<file path="src/rtl/store_write_buffer.sv">
// Posted-store buffer between the CPU datapath and a combinational-read data memory.
// Stores retire into a small circular FIFO and drain to memory one per cycle whenever
// the memory port is not claimed by a load. Loads forward from the newest exact-address
// entry, read memory when nothing overlaps, and stall on a partial overlap until the
// overlapping entries have drained.
module store_write_buffer #(
    parameter int DEPTH  = 4,
    parameter int ADDR_W = 24,
    parameter int DATA_W = 24
) (
    input  logic              Clock,
    input  logic              Reset,
    input  logic [ADDR_W-1:0] CpuAddress,
    input  logic [DATA_W-1:0] CpuWriteData,
    input  logic              CpuMemWrite,
    input  logic              CpuMemRead,
    output logic [DATA_W-1:0] CpuReadData,
    output logic              Stall,
    input  logic              Drain,
    output logic              Empty,
    output logic [ADDR_W-1:0] MemAddress,
    output logic [DATA_W-1:0] MemWriteData,
    output logic              MemWrite,
    output logic              MemRead,
    input  logic [DATA_W-1:0] MemReadData
);
    localparam int PTR_W = (DEPTH > 1) ? $clog2(DEPTH) : 1;
    localparam int CNT_W = PTR_W + 1;

    // Entry storage carries no reset: validity is derived purely from head/count.
    logic [ADDR_W-1:0] addr_q [DEPTH];
    logic [DATA_W-1:0] data_q [DEPTH];

    logic [PTR_W-1:0] head_reg, head_next;
    logic [PTR_W-1:0] tail_reg, tail_next;
    logic [CNT_W-1:0] count_reg, count_next;

    logic [DEPTH-1:0] entry_overlap;
    logic [DEPTH-1:0] entry_exact;

    // Per-entry overlap test against the current CPU address (modular arithmetic).
    generate
        for (genvar gi = 0; gi < DEPTH; gi++) begin : g_entry
            logic [PTR_W-1:0]  age;
            logic              valid;
            logic [ADDR_W-1:0] fwd_diff;
            logic [ADDR_W-1:0] back_diff;
            assign age       = PTR_W'(gi) - head_reg;
            assign valid     = {1'b0, age} < count_reg;
            assign fwd_diff  = CpuAddress - addr_q[gi];
            assign back_diff = addr_q[gi] - CpuAddress;
            assign entry_overlap[gi] = valid &&
                                       ((fwd_diff <= ADDR_W'(2)) ||
                                        (back_diff == ADDR_W'(1)) ||
                                        (back_diff == ADDR_W'(2)));
            assign entry_exact[gi]   = (fwd_diff == '0);
        end
    endgenerate

    logic              hit;
    logic              hit_exact;
    logic [DATA_W-1:0] hit_data;
    logic [PTR_W-1:0]  scan_idx;

    // Scan oldest to newest so the newest overlapping entry decides forward vs stall.
    always_comb begin
        hit       = 1'b0;
        hit_exact = 1'b0;
        hit_data  = '0;
        scan_idx  = '0;
        for (int k = 0; k < DEPTH; k++) begin
            scan_idx = head_reg + PTR_W'(k);
            if (entry_overlap[scan_idx]) begin
                hit       = 1'b1;
                hit_exact = entry_exact[scan_idx];
                hit_data  = data_q[scan_idx];
            end
        end
    end

    logic full;
    logic enq;
    logic store_stall;
    logic load_port;
    logic load_stall;
    logic drain_go;

    // Port arbitration. With read and write both asserted the store is serviced and the
    // memory port is treated as a plain memory read, so no drain happens that cycle.
    always_comb begin
        full        = (count_reg == CNT_W'(DEPTH));
        store_stall = CpuMemWrite && (full || Drain);
        enq         = CpuMemWrite && !full && !Drain;
        load_port   = CpuMemRead && (CpuMemWrite || !hit);
        load_stall  = CpuMemRead && !CpuMemWrite && hit && !hit_exact;
        drain_go    = (count_reg != '0) && !load_port;
    end

    // Memory port and CPU-facing outputs; control outputs are forced low during reset.
    always_comb begin
        MemAddress   = drain_go ? addr_q[head_reg] : CpuAddress;
        MemWriteData = data_q[head_reg];
        MemWrite     = Reset && drain_go;
        MemRead      = Reset && load_port;
        Stall        = Reset && (store_stall || load_stall);
        CpuReadData  = hit ? hit_data : MemReadData;
        Empty        = (count_reg == '0);
    end

    // Pointer and occupancy update; a same-cycle drain does not free a slot for enqueue.
    always_comb begin
        head_next  = head_reg + PTR_W'(drain_go);
        tail_next  = tail_reg + PTR_W'(enq);
        count_next = count_reg + CNT_W'(enq) - CNT_W'(drain_go);
    end

    // FIFO state registers, cleared asynchronously so buffered stores are discarded.
    always_ff @(posedge Clock or negedge Reset) begin
        if (!Reset) begin
            head_reg  <= '0;
            tail_reg  <= '0;
            count_reg <= '0;
        end else begin
            head_reg  <= head_next;
            tail_reg  <= tail_next;
            count_reg <= count_next;
        end
    end

    // Entry write at the tail on enqueue.
    always_ff @(posedge Clock) begin
        if (enq) begin
            addr_q[tail_reg] <= CpuAddress;
            data_q[tail_reg] <= CpuWriteData;
        end
    end

endmodule

</file>
<file path="config.mk">
export PLATFORM = sky130hd
export DESIGN_NAME = store_write_buffer
export DESIGN_NICKNAME = d
export VERILOG_FILES = /design/src/rtl/store_write_buffer.sv
export SDC_FILE = /design/constraint.sdc
export NUM_CORES = 1
export LEC_CHECK = 0
export ABC_AREA = 1
export ABC_CLOCK_PERIOD_IN_PS = 5600
export CORE_UTILIZATION = 50
export CTS_CLUSTER_DIAMETER = 80
export DETAILED_ROUTE_END_ITERATION = 10
export GPL_TIMING_DRIVEN = 1
export PLACE_DENSITY_LB_ADDON = 0.05
export SLEW_MARGIN = 20
export SYNTH_ARGS = -nofsm -noshare
export SYNTH_HDL_FRONTEND = slang
export SYNTH_SLANG_ARGS = --single-unit
export TNS_END_PERCENT = 10
</file>
<file path="constraint.sdc">
create_clock -name Clock -period 5.6 [get_ports Clock]
set_input_delay 0.84 -clock Clock [delete_from_list [all_inputs] [get_ports Clock]]
set_output_delay 0.84 -clock Clock [all_outputs]
set_load 0.1 [all_outputs]
</file>
==> flow_summary_export.csv <==
group,metric,value,unit
min_path,min_path_type,"reg2reg",
global_route,use_met2,61.4,%
global_route,grt_pass1_wl,150000,um
routing,wl,100000,um
die,boundaryPins,153,
yosys,synthTopCellsByArea,"nand2_1 24%, edfxtp_1 23%, inv_1 11%",
global_route,grt_max_degree,156,
yosys,synthCells,4074,
clock_tree,clock-sinks,199,
final_layout,area_growth_syn_to_layout,34.8,%
die,die_w,224,um
power_and_ir_drop,p_comb_share,78.4,%
clock_tree,htree_levels,4,
critical_path,r2r-start,"addr_q[3][0]",
placed_design,io_buffers,152,
clock_tree,clockRootBuffer,"clkbuf_16",
final_layout,multi_input_area,17100,um^2
timing,hold-worst-slack,0.558,ns
critical_path,arrival,4.65,ns
power_and_ir_drop,p_leak,17.2,nW
outcome,status,"finished clean",
routing,avgViaCountPerCell,5.38,
routing,postRouteAntennaNets,0,
timing,fmax,182,MHz
routing,drt_iter0_drc,2981,
clock_tree,cts_tree,"yes",
timing,setup_viol,0,
power_and_ir_drop,power.switching,8.53,mW
die,initial_utilization,51.0,%
routing,first_pass_iters,6,
clock_tree,clk_pin_slew,0.08,ns
critical_path,start_kind,"input port",
routing,drcViolationCount,0,
yosys,yosysWarningCount,0,
yosys,netlist_area,24600,um^2
yosys,async_flop_share,3.52,%
power_and_ir_drop,internal_power,6.26,mW
yosys,syn_area_per_cell,6.03,um^2
yosys,synth_most_common_cell,"nand2_1",
global_route,antenna_found_initial,4,
global_route,grt_pass1_vias,26600,
final_layout,drive_gt1_share,21.8,%
placed_design,hpwl,80300,um
die,core,48100,um^2
power_and_ir_drop,vdd_drop_max,1.07,mV
clock_tree,cts_buffers,17,
routing,routedWlPerCell,18.9,um
critical_path,endpoint_kind,"primary output",
yosys,synth_edf_count,192,
power_and_ir_drop,seqPwrFrac,13.1,%
critical_path,rr_worst_depth,31,
critical_path,crit_start,"CpuAddress[7]",
critical_path,crit_path_end,"MemAddress[18]",
placed_design,finalWeightedCongestion,1.06,
clock_tree,clock_path_buffers,2,
final_layout,final_nets,4911,
critical_path,required,4.76,ns
global_route,grtUsageMet3,9.06,%
critical_path,reg2reg_to,"count_reg[2]",
critical_path,r2r_slack,0.87,ns
global_route,use_met1,52.4,%
timing,finClkSkew,0.00921,ns
global_route,grt-busiest-layer,"met2",
timing,period_share,98.1,%
critical_path,path_delay_family,"buffers and inverters",
yosys,synth.top_cell.area_share,23.9,%
timing,slew_headroom,27.5,%
power_and_ir_drop,swShare,57.7,%
critical_path,path_class,"in2out",
timing,rsz0062_at_grt,"yes",
power_and_ir_drop,power_density,447,nW/um^2
timing,min_period,5.49,ns
critical_path,critPathMaxFanout,8,
timing,slew_viol_final,0,
yosys,ys_seq_area_share,24.2,%
yosys,synthTopCellsByCount,"1565 x nand2_1, 719 x inv_1, 329 x nand3_1, 258 x nor2_1, 206 x o21ai_0",
global_route,grt.overflow.total,0,
final_layout,seq_area,5950,um^2
run,cap_violations,0,
yosys,ys_types,45,
timing,finalHoldViolations,0,
die,die_y,224,um
yosys,yosys.area.top_type,"nand2_1",
critical_path,slowest_stage,"ha_4",
yosys,syn_nets,4352,
critical_path,path_buf_inv,11,
routing,dr_total_vias,28500,
power_and_ir_drop,clockPowerShare,8.5,%
clock_tree,clkLatencyLatePin,0.51,ns
die,rows,80,
critical_path,critical_path_depth,32,
die,die_area,50000,um^2
critical_path,slowest_delay,0.28,ns
final_layout,fill_cells,4424,
global_route,grt_usage,39.5,%
timing,tightest_slew,1.08,ns
yosys,synth_flop_cell,"edfxtp_1",
final_layout,fin_util,68.8,%
yosys,ys_seq_elements,199,
[power groups by stage]
stage | combinational [mW] | clock, mW | sequential [mW]
3_3_place_gp | 10.9 | 0 | 1.96
2_1_floorplan | 7.09 | 0 | 1.94
5_1_grt | 12.2 | 1.31 | 1.96
3_5_place_dp | 10.9 | 0 | 1.96
6_report | 11.6 | 1.25 | 1.94
4_1_cts | 11.2 | 1.26 | 1.94
[kinds of logic after synthesis]
kind of cell / Yosys count / synth area share (%)
simple gates: 2285 / 38.1
buf+inv: 827 / 12.9
compound gates: 456 / 10.2
fa+ha+maj: 201 / 10.5
flops: 199 / 24.2
mux: 56 / 2.28
xor+xnor: 50 / 1.78
[layout make-up]
type                            count  area share (%)
Multi-Input combinational cell   3048            51.5
Timing Repair Buffer              633            17.9
Clock inverter                     11           0.321
Clock buffer                       21            1.39
Antenna cell                        1         0.00755
Sequential cell                   199            17.9
Tap cell                          656            2.48
Inverter                          734            8.48
[placed cells by master (no fill, tap or decap), drive strengths merged, types with 4 or more instances in the layout]
cell              n
edfxtp          192
clkinv            9
clkdlybuf4s50    64
and2             10
mux2i            56
o21ai           218
nor2            287
o21bai           15
fa                9
nand2          1575
inv             727
o22ai            23
a21oi           146
o311ai            8
nand3           333
or2               5
nand4            55
ha              192
clkbuf           38
o211ai           26
xor2             40
nor3             13
o21a             14
nand3b            7
clkinvlp          9
dlymetal6s2s      7
dfrtp             7
xnor2            10
buf             544
a21boi            4
[metrics by stage]
step | power (mW) | setup slack, ns | TNS, ns | area [um^2] | instances
floorplan | 9.03 | -0.237 | -2.60 | 24600 | 4074
global placement | 12.8 | -0.496 | -20.19 | 30400 | 5228
detailed placement | 12.9 | -0.496 | -19.07 | 30400 | 5228
CTS | 14.4 | -0.0861 | -0.765 | 32100 | 5282
global route | 15.5 | -0.0693 | -0.634 | 33100 | 5302
finish | 14.8 | 0.107 | 0 | 33100 | 5303
[layer usage]
metal / share of wire [%] / routed length (um)
met5: 0.052 / 52
met4: 4.4 / 4390
met3: 10 / 9960
met2: 43 / 43400
met1: 42 / 42300
[worst min-delay path by stage]
stage             endpoint  depth (start not counted)         from  slack [ns]
3_3_place_gp   tail_reg[1]                          1  tail_reg[1]        0.54
5_1_grt        tail_reg[1]                          1  tail_reg[1]        0.58
4_1_cts        tail_reg[1]                          1  tail_reg[1]        0.56
3_5_place_dp   tail_reg[1]                          1  tail_reg[1]        0.54
6_report       tail_reg[1]                          1  tail_reg[1]        0.56
2_1_floorplan  tail_reg[1]                          1  tail_reg[1]        0.48
[repair_timing]
| action | 4_1_cts | 5_1_grt |
|---|---|---|
| resized for setup | 234 | 298 |
| setup endpoints to repair | 51 | 50 |
| buffers inserted | 20 | 20 |
| pin swaps | 27 | 73 |
| hold buffers | 0 | 0 |
| gates cloned | 2 | 1 |
Note: power is estimated with default switching activity, not from simulation.
